File: src/rtl/serial_word_receiver.sv
// Serial-in/parallel-out word receiver with a one-entry valid/ready output register.
// Optional parity bit after each word when PARITY_CHECK_EN is defined.
module serial_word_receiver #(
    parameter int WIDTH      = 4,
    parameter bit ODD_PARITY = 1'b0
) (
    input  logic                          clk,
    input  logic                          rst,
    input  logic                          sin,
    input  logic                          sin_valid,
    input  logic                          lsb_first,
    input  logic                          clear,
    output logic [WIDTH-1:0]              dout,
    output logic                          dout_valid,
    input  logic                          dout_ready,
    output logic [$clog2(WIDTH+2)-1:0]    bit_cnt,
    output logic                          overrun,
    output logic                          parity_err
);

    localparam int CW = $clog2(WIDTH + 2);

    typedef enum logic [1:0] {StIdle, StRecv, StPar} state_t;

    state_t           state;
    logic [WIDTH-1:0] sr;
    logic             lsb_q;

    logic             lsb_sel;
    logic [WIDTH-1:0] sr_shift;
    logic             last_data;
    logic             complete;
    logic [WIDTH-1:0] word;

    // The first bit of a word uses the live lsb_first; later bits use the latched copy.
    always_comb begin
        lsb_sel   = (state == StIdle) ? lsb_first : lsb_q;
        sr_shift  = lsb_sel ? {sin, sr[WIDTH-1:1]} : {sr[WIDTH-2:0], sin};
        last_data = sin_valid && !clear && (state == StRecv) && (bit_cnt == CW'(WIDTH - 1));
`ifdef PARITY_CHECK_EN
        complete  = sin_valid && !clear && (state == StPar);
        word      = sr;
`else
        complete  = last_data;
        word      = sr_shift;
`endif
    end

    always_ff @(posedge clk) begin
        if (rst) begin
            state      <= StIdle;
            sr         <= '0;
            lsb_q      <= 1'b0;
            bit_cnt    <= '0;
            dout       <= '0;
            dout_valid <= 1'b0;
            overrun    <= 1'b0;
`ifdef PARITY_CHECK_EN
            parity_err <= 1'b0;
`endif
        end else begin
            if (complete) begin
                if (!dout_valid || dout_ready) begin
                    dout       <= word;
                    dout_valid <= 1'b1;
                end else begin
                    overrun <= 1'b1;
                end
            end else if (dout_valid && dout_ready) begin
                dout_valid <= 1'b0;
            end

            if (clear) begin
                sr      <= '0;
                bit_cnt <= '0;
                state   <= StIdle;
            end else if (sin_valid) begin
                unique case (state)
                    StIdle: begin
                        sr      <= sr_shift;
                        lsb_q   <= lsb_first;
                        bit_cnt <= CW'(1);
                        state   <= StRecv;
                    end
                    StRecv: begin
                        sr <= sr_shift;
                        if (last_data) begin
`ifdef PARITY_CHECK_EN
                            bit_cnt <= CW'(WIDTH);
                            state   <= StPar;
`else
                            bit_cnt <= '0;
                            state   <= StIdle;
`endif
                        end else begin
                            bit_cnt <= bit_cnt + CW'(1);
                        end
                    end
                    StPar: begin
`ifdef PARITY_CHECK_EN
                        if ((^{sr, sin}) != ODD_PARITY) begin
                            parity_err <= 1'b1;
                        end
`endif
                        bit_cnt <= '0;
                        state   <= StIdle;
                    end
                    default: begin
                        bit_cnt <= '0;
                        state   <= StIdle;
                    end
                endcase
            end
        end
    end

`ifndef PARITY_CHECK_EN
    assign parity_err = ODD_PARITY && 1'b0;
`endif

endmodule

File: config.mk
export PLATFORM = sky130hd
export DESIGN_NAME = serial_word_receiver
export DESIGN_NICKNAME = d
export VERILOG_FILES = /design/src/rtl/serial_word_receiver.sv
export SDC_FILE = /design/constraint.sdc
export NUM_CORES = 1
export LEC_CHECK = 0
export BUFFER_PORTS_ARGS = -buffer_cell sky130_fd_sc_hd__buf_2
export CORE_MARGIN = 2
export CORE_UTILIZATION = 45
export DETAILED_ROUTE_END_ITERATION = 6
export GPL_TIMING_DRIVEN = 0
export PLACE_DENSITY = 0.79
export RECOVER_POWER = 50
export SLEW_MARGIN = 15
export SYNTH_ARGS = -nofsm -noshare
export SYNTH_HDL_FRONTEND = slang
export SYNTH_SLANG_ARGS = --single-unit
File: constraint.sdc
create_clock -name clk -period 3 [get_ports clk]
set_clock_uncertainty 0.1 [all_clocks]
set_input_delay 0.15 -clock clk [delete_from_list [all_inputs] [get_ports clk]]
set_output_delay 0.15 -clock clk [all_outputs]
set_load 0.02 [all_outputs]
==> impl_metrics.tcl, run 1 <==
set metrics [dict create \
    yosysSeqAreaShare_pct 47.81 \
    hold_depth 4 \
    tns_ns 0 \
    yosysWarningCount 0 \
    postCtsHoldBufs 1 \
    dp_slack_ns 1.519 \
    status "finished, final reports clean" \
    setup_slack_ns 1.427 \
    routedWlPerCell_um 12.59 \
    final_cell_mix "dfxtp_1 (15), clkbuf_1 (13), o21ai_0 (7)" \
    die_w_um 41.36 \
    htree_num_levels 1 \
    final_common_cell "dfxtp_1" \
    start_util_pct 48.27 \
    synth_top_family_by_area "compound AO/OA/AOI/OAI gates" \
    fin_cells 99 \
    overflow 0 \
    max_freq_ghz 0.6357 \
    antenna_left 0 \
    reg2reg_to "dout[1]" \
    coreArea_um2 1301 \
    min_path_type "in -> reg" \
    synthMuxAreaShare_pct 9.960 \
    fp-row-count 13 \
    drtPass1Iterations 5 \
    ys_seq_elements 15 \
    synth.distinct_cells 22 \
    peakVddDrop_mv 0.2604 \
    yosysTopAreaCell "dfxtp_1" \
    reg2reg_from "bit_cnt[0]" \
    cts_sinks 15 \
    clk_pin_slew_ns 0.09 \
    maxCapViolations 0 \
    syn-cell-area_um2 628.1 \
    holdWs_ns 0.09233 \
    grt_max_degree 11 \
    drt_iter0_markers 13 \
    synthXorXnorAreaFrac_pct 0 \
    cts_setup_buffers 0 \
    cts_made_buffers 3 \
    critical_path_class "reg -> reg" \
    dr_total_vias 553 \
    chipHeight_um 41.36 \
    post_synth_inst_count 65 \
    crit_arrival_ns 1.64 \
    cts_buffer_depth 2 \
    avgSynthCellArea_um2 9.663 \
    cp.required_ns 3.07 \
    finalInstanceArea_um2 738.2 \
    yosysTopAreaCellShare_pct 47.81 \
    fin_crit_sh_pct 52.44 \
    rsz0062_at_grt "no" \
    critPathCaptureType "flip-flop" \
    clockRootBuffer "clkbuf_4" \
    layout.nets 93 \
    drt_wl_total_mm 1.246 \
    final_layout_size_suffix_gt1_share_pct 14.29 \
    cts_resized 0 \
    postPlaceCellArea_um2 716.9 \
    synth_nets 73 \
    cts_tree "yes" \
    gp_congestion 0.7797 \
    syn_to_final_growth_pct 17.53 \
    port_buffers 14 \
    critPathMaxFanout 8 \
    dp_hpwl_um 887.7 \
    grtUsageTotal_pct 18.29 \
    placedCellCount 94 \
    power.density_nw_per_um2 486.6 \
    synthSimpleGateAreaFrac_pct 10.36 \
    slew_violations 0 \
    antenna_found_initial 0 \
    synth_compound_area_share_pct 23.71 \
    p_leak_uw 0.0002851 \
    r2r_cells 5 \
    synth_adder_area_share_pct 1.992 \
    antenna_cells 0 \
    finalCriticalPeriod_ns 1.573 \
    io_pins 17 \
    ys_top_cells_by_area "dfxtp_1 (48%), mux2i_1 (6.4%), a211oi_1 (6.0%)" \
    setup_viol 0 \
    viasPerCell 5.586 \
    r2r_slack_ns 1.43 \
    min_from "dout_ready" \
    grt_pass1_vias 447 \
    clk_latency_ns 0.29 \
    worstSetupStartpointType "flip-flop" \
    hold_violations 0 \
    min_to "overrun" \
    drc 0 \
    grt_pass1_wl_mm 1.959 \
    die_area_um2 1711 \
]
-- cell families after synthesis --
group	Yosys count
AO/OA/AOI/OAI	25
other	1
multiplexers	5
adder cells (fa/ha/maj)	1
flip-flops	15
AND/OR/NAND/NOR	11
buffers and inverters	7
-- per-stage QoR --
| stage | utilization, % | power (µW) |
|---|---|---|
| floorplan | - | 233.0 |
| global placement | 55.10 | 241.9 |
| detailed placement | 55.10 | 242.9 |
| CTS | 57.98 | 360.0 |
| global route | 56.73 | 372.4 |
| finish | 56.73 | 359.2 |
-- critical path, stage by stage (launching register included) --
cell and delay [ns]:
dfxtp_1 0.39, ha_1 0.18, and3b_1 0.15, clkbuf_1 0.28, and3_4 0.27, a211oi_1 0.08
-- report_power, final --
part | switching [µW] | leakage, µW | internal (µW)
clock network | 69.9 | 0.0000177 | 49.7
logic | 18.6 | 0.000146 | 13.6
registers | 4.15 | 0.000122 | 203
total | 92.6 | 0.000285 | 267
-- cells in the mapped netlist --
cell type  number
mux2i_1         4
nand2_1         1
a41oi_1         1
a211oi_1        5
conb_1          1
nor2b_1         2
o21ai_0         7
buf_4           2
buf_2           1
nand2b_1        1
a31oi_1         6
and3_1          1
and3_4          1
nor3_1          1
nor2_1          3
and3b_1         1
ha_1            1
clkbuf_1        2
dfxtp_1        15
a21oi_1         6
inv_1           2
mux2i_4         1
-- layer usage --
metal  GRT usage [%]  share of wire [%]
met1           23.08                 47
met2           27.34                 46
met3           4.787                4.4
met4           12.10                2.7
met5               0                  0
-- state kept, by name, summed over array words and instances (netlist names) --
signal	cells
sr	4
dout_valid	1
overrun	1
dout	4
bit_cnt	3
state	1
lsb_q	1
-- how the worst max path moves through the flow --
stage	startpoint	end
4_1_cts	state[0]	dout[1]
2_1_floorplan	bit_cnt[0]	dout[1]
6_report	bit_cnt[0]	dout[1]
3_3_place_gp	state[0]	dout[1]
5_1_grt	bit_cnt[0]	dout[2]
3_5_place_dp	state[0]	dout[1]
-- area by class of cell --
cell class / instances / area [µm²]
well taps: 15 / 18.77
flip-flops and latches: 15 / 300.3
inverters: 2 / 7.507
clock inverters: 1 / 5.005
fillers: 133 / 563.0
repair buffers: 15 / 67.56
plain buffers: 5 / 23.77
clock buffers: 3 / 22.52
multi-input cells: 43 / 292.8
Power figures use the tool's default switching activity.
==> run 2, diff against run 1 <==
--- a/config.mk
+++ b/config.mk
@@ -7,7 +7,7 @@
 export LEC_CHECK = 0
 export BUFFER_PORTS_ARGS = -buffer_cell sky130_fd_sc_hd__buf_2
 export CORE_MARGIN = 2
-export CORE_UTILIZATION = 45
+export CORE_UTILIZATION = 43
 export DETAILED_ROUTE_END_ITERATION = 6
 export GPL_TIMING_DRIVEN = 0
 export PLACE_DENSITY = 0.79
==> constraint.sdc (replaced) <==
create_clock -name clk -period 1.35 [get_ports clk]
set_clock_uncertainty 0.1 [all_clocks]
set_input_delay 0.0675 -clock clk [delete_from_list [all_inputs] [get_ports clk]]
set_output_delay 0.0675 -clock clk [all_outputs]
set_load 0.02 [all_outputs]
==> run 2 against run 1 <==
Against the previous run: the run now ends with setup timing left; sequential power increased by 120%; clock power grew 110%; die area increased by 4.2%; critical endpoint is now dout[0]; largest cell class is now multi-input combinational cells.
==> impl_metrics.tcl, run 2 (synthesis results as in run 1) <==
set metrics [dict create \
    cts_made_buffers 3 \
    grt_pass1_wl_mm 2.139 \
    power_uw 798.0 \
    rsz0062_at_grt "yes" \
    critPathCaptureType "flip-flop" \
    fp-row-count 13 \
    gp_congestion 0.7235 \
    htree_num_levels 1 \
    critPathMaxFanout 5 \
    die_area_um2 1783 \
    max_freq_ghz 0.7327 \
    crit_arrival_ns 1.42 \
    power.density_nw_per_um2 988.8 \
    chipHeight_um 42.22 \
    violations "setup timing" \
    grt_pass1_vias 515 \
    use_met1_pct 19.05 \
    drtPass1Iterations 4 \
    r2r_slack_ns -0.01 \
    largestRegisters "dout x4, sr x4, bit_cnt x3" \
    setup_viol 2 \
    finalCriticalPeriod_ns 1.365 \
    final_common_cell "dfxtp_1" \
    grt_max_degree 11 \
    cts_buffer_depth 2 \
    drc 0 \
    critPathSlowestCell "dfxtp_4" \
    cts_tree "yes" \
    critical_path_buf_inv_count 0 \
    worstSetupStartpointType "flip-flop" \
    cts_sinks 15 \
    p_leak_uw 0.0002986 \
    min_path_type "in -> reg" \
    crit_start "state[0]" \
    antenna_found_initial 0 \
    dp_slack_ns -0.1336 \
    layout.nets 95 \
    grtUsageMet2_pct 24.00 \
    drt_wl_total_mm 1.317 \
    antenna_left 0 \
    dr_total_vias 565 \
    min_to "overrun" \
    grtUsageTotal_pct 15.82 \
    peakVddDrop_mv 0.5172 \
    hold_depth 4 \
    setup_slack_ns -0.01479 \
    reg2reg_to "dout[0]" \
    dp_hpwl_um 882 \
    critical_path_class "reg -> reg" \
    drt_iter0_markers 21 \
    hold_violations 0 \
    antenna_cells 0 \
    io_pins 17 \
    status "finished with violations" \
    cp.required_ns 1.41 \
    coreArea_um2 1334 \
    reg2reg_from "state[0]" \
    routedWlPerCell_um 13.04 \
    clk_latency_ns 0.28 \
    clockRootBuffer "clkbuf_4" \
    crit_family "multiplexers" \
    regArea_um2 309.0 \
    multi_input_area_um2 332.8 \
    r2r_cells 3 \
    viasPerCell 5.594 \
    grt.met3_usage_pct 4.310 \
    die_w_um 42.22 \
    maxCapViolations 0 \
    slew_violations 0 \
    final_layout_size_suffix_gt1_share_pct 31.40 \
    syn_to_final_growth_pct 28.49 \
    overflow 0 \
    start_util_pct 47.09 \
    path_cells "mux2i_4, mux2i_2, a211oi_2" \
    fillCellCount 118 \
    clk_pin_slew_ns 0.08 \
    min_from "dout_ready" \
    top_usage_layer "met2" \
    cp_slowest_stage_delay_ns 0.37 \
    final_cell_mix "dfxtp_1 (12), clkbuf_1 (11), buf_2 (7), o21ai_0 (7)" \
    fin_crit_sh_pct 101.1 \
    port_buffers 14 \
]
run 2: cell count changes in the layout (fill, tap and decap cells not counted), moves of 2 or more:
cell,delta
buf_2,+2
clkbuf_1,-2
dfxtp_1,-3
a211oi_1,-3
mux2i_2,+3
buf_4,+3
dfxtp_4,+2
mux2i_1,-3
a211oi_2,+3
run 2: metrics by stage:
step	cell area, µm²	std cells	util (%)	setup TNS (ns)	hold WS [ns]
2_1_floorplan	644.4	65	-	0	0.03934
3_3_place_gp	733.2	94	54.97	-0.8299	0.1692
3_5_place_dp	733.2	94	54.97	-0.9266	0.1656
4_1_cts	798.3	101	59.85	0	0.02443
5_1_grt	807.0	101	60.51	-0.2293	0.05185
6_report	807.0	101	60.51	-0.02522	0.02520
run 2: timing repair:
action | in CTS | in global routing
endpoints found under the hold margin | 1 | 0
gates resized for setup | 6 | 3
pin swaps | 1 | 3
setup endpoints to repair | 8 | 8
hold buffers | 1 | 0
setup buffers | 3 | 0
run 2: final cells by class:
cell class | count | share of cell area [%]
plain buffers | 4 | 2.481
clock buffers | 4 | 3.256
inverters | 2 | 0.9302
multi-input cells | 43 | 41.24
flip-flops and latches | 15 | 38.29
well taps | 15 | 2.326
repair buffers | 18 | 11.47
run 2: worst max-delay path by stage:
stage / to / slack, ns / cells after the start
2_1_floorplan: dout[1] / 0.003 / 5
3_3_place_gp: sr[1] / -0.14 / 3
6_report: dout[0] / -0.01 / 3
3_5_place_dp: dout[0] / -0.13 / 3
4_1_cts: dout[2] / 0.001 / 4
5_1_grt: sr[1] / -0.04 / 3
run 2: per-layer routing:
layer,wire [µm],up-vias
li1,-,278
met1,641,260
met2,562,22
met3,72,5
met4,40,0
met5,0,-
run 2: worst reg2reg max path, delay by kind of cell, from the launching register on:
family	cells	cell delay, ns
multiplexers	2	0.67
AO/OA/AOI/OAI	1	0.10
flip-flops	1	0.37
run 2: report_power, final:
part           switching (µW)  internal (µW)  leakage [µW]
clock network             139            115     0.0000150
logic                    47.4           38.3      0.000160
registers                8.96            450      0.000124
total                     195            603      0.000299
==> run 3, diff against run 2 <==
--- a/config.mk
+++ b/config.mk
@@ -6,7 +6,7 @@
 export NUM_CORES = 1
 export LEC_CHECK = 0
 export BUFFER_PORTS_ARGS = -buffer_cell sky130_fd_sc_hd__buf_2
-export CORE_MARGIN = 2
+export CORE_MARGIN = 8
 export CORE_UTILIZATION = 43
 export DETAILED_ROUTE_END_ITERATION = 6
 export GPL_TIMING_DRIVEN = 0
==> run 3 against run 2 <==
Against the previous run: the run now ends clean; wire length grew 6.5%; cell area shrank 0.78%; register-to-register slack gained 0.02 ns; clock-buffer cell count is the same; non-clock buffer count is the same; flip-flop and latch count is the same; first-iteration DRC count shrank 81%; clock power shrank 2%; combinational power grew 0.7%; setup slack gained 0.016 ns; sequential power is essentially flat; highest routed layer unchanged.
==> impl_metrics.tcl, run 3 (synthesis results as in run 1) <==
set metrics [dict create \
    critPathCaptureType "flip-flop" \
    crit_arrival_ns 1.44 \
    hold_violations 0 \
    start_util_pct 47.09 \
    routedWlPerCell_um 13.89 \
    drtPass1Iterations 5 \
    drt_iter0_markers 4 \
    die_area_um2 2940 \
    setup_viol 0 \
    critPathMaxFanout 8 \
    grt_pass1_vias 527 \
    cts_sinks 15 \
    cp_num_cells 4 \
    power_frac_comb_pct 10.9 \
    cts_made_buffers 3 \
    netSwitchingFraction_pct 24.10 \
    worstSetupStartpointType "flip-flop" \
    setup_slack_ns 0.001130 \
    grt_pass1_wl_mm 2.221 \
    power.internal_uw 603.0 \
    finalCriticalPeriod_ns 1.349 \
    chipHeight_um 54.22 \
    drc 0 \
    port_buffers 14 \
    power.switching_uw 191.4 \
    critPathSlowestCell "dfxtp_4" \
    min_path_type "in -> reg" \
    syn_to_final_growth_pct 27.49 \
    htree_num_levels 1 \
    cts_tree "yes" \
    final_layout_size_suffix_gt1_share_pct 30.23 \
    coreArea_um2 1334 \
    largestRegisters "dout x4, sr x4, bit_cnt x3" \
    rsz0062_at_grt "yes" \
    clockRootBuffer "clkbuf_4" \
    antenna_cells 0 \
    maxCapViolations 0 \
    drt_wl_total_mm 1.403 \
    fin_crit_sh_pct 99.92 \
    final_cell_mix "dfxtp_1 (12), clkbuf_1 (11), buf_2 (7), o21ai_0 (7)" \
    critical_path_buf_inv_count 0 \
    antenna_found_initial 0 \
    critical_path_class "reg -> reg" \
    gp_congestion 0.8109 \
    grtUsageTotal_pct 9.880 \
    reg2reg_from "bit_cnt[0]" \
    cts_buffer_depth 2 \
    crit_start "bit_cnt[0]" \
    dr_total_vias 571 \
    r2r_slack_ns 0.001 \
    final_util_pct 60.04 \
    fp-row-count 13 \
    overflow 0 \
    cp_slowest_stage_delay_ns 0.36 \
    clkPwrFrac_pct 31.4 \
    crit_family "simple AND/OR/NAND/NOR gates" \
    peakVddDrop_mv 0.6500 \
    cp.required_ns 1.44 \
    status "finished, final reports clean" \
    power.density_nw_per_um2 992.1 \
    clk_latency_ns 0.28 \
    io_pins 17 \
    reg2reg_to "dout[3]" \
    max_freq_ghz 0.7414 \
    dp_slack_ns -0.1388 \
    clk_pin_slew_ns 0.08 \
    p_leak_uw 0.0002986 \
    viasPerCell 5.653 \
    r2r_cells 4 \
    final_common_cell "dfxtp_1" \
    slew_violations 0 \
    layout.nets 95 \
    antenna_left 0 \
    power_frac_seq_pct 57.7 \
    grt_max_degree 11 \
    path_cells "ha_4, and3b_2, and3_4, a211oi_1" \
    endpoint "dout[3]" \
    die_w_um 54.22 \
]
-- run 3: area by class of cell --
cell class / count / area (µm²)
well taps: 15 / 18.77
inverters: 2 / 7.507
plain buffers: 4 / 20.02
clock buffers: 4 / 26.28
multi-input cells: 43 / 326.6
fillers: 113 / 533.0
repair buffers: 18 / 92.59
flip-flops and latches: 15 / 309.0
-- run 3: tightest hold or removal path: cells and delay by family --
| family | cells | cell delay, ns |
|---|---|---|
| buf+inv | 1 | 0.09 |
| compound gates | 1 | 0.13 |
| mux | 1 | 0.09 |
-- run 3: power groups by stage --
| stage | clock network, µW | registers (µW) | logic (µW) |
|---|---|---|---|
| 2_1_floorplan | 0 | 470 | 47.4 |
| 3_3_place_gp | 0 | 469 | 68.3 |
| 3_5_place_dp | 0 | 470 | 69.4 |
| 4_1_cts | 255 | 459 | 81.0 |
| 5_1_grt | 276 | 460 | 93.5 |
| 6_report | 250 | 458 | 86.3 |
-- run 3: worst min-delay path by stage --
stage / startpoint / end / slack, ns / cells past startpoint
after floorplan: clear / bit_cnt[1] / 0.04 / 1
after global placement: clear / bit_cnt[1] / 0.17 / 2
after detailed placement: clear / bit_cnt[1] / 0.17 / 2
after CTS: sin / sr[3] / 0.03 / 3
after global routing: sin / sr[0] / 0.04 / 3
final: sin / sr[0] / 0.03 / 3
-- run 3: timing repair --
item | 4_1_cts | 5_1_grt
hold buffers | 1 | 0
resized for setup | 7 | 1
pin swaps | 2 | 4
hold endpoints to repair | 1 | 0
cloned | 0 | 0
setup endpoints to repair | 8 | 9
setup buffers | 2 | 1
-- run 3: layer usage --
| metal | routed length, µm | part of all wire (%) | global-route usage, % |
|---|---|---|---|
| met1 | 605 | 43 | 11.23 |
| met2 | 626 | 45 | 16.03 |
| met3 | 126 | 9.0 | 1.897 |
| met4 | 44 | 3.1 | 7.377 |
| met5 | 0 | 0 | 0 |
-- run 3: through the flow --
| step | area (µm²) | setup TNS [ns] | hold WS, ns | power [µW] | instances |
|---|---|---|---|---|---|
| 2_1_floorplan | 644.4 | 0 | 0.03934 | 517.6 | 65 |
| 3_3_place_gp | 733.2 | -0.8384 | 0.1695 | 537.6 | 94 |
| 3_5_place_dp | 733.2 | -0.9118 | 0.1706 | 539.5 | 94 |
| 4_1_cts | 800.8 | 0 | 0.03336 | 794.2 | 100 |
| 5_1_grt | 800.8 | -0.2275 | 0.03630 | 829.1 | 101 |
| 6_report | 800.8 | 0 | 0.02961 | 794.4 | 101 |
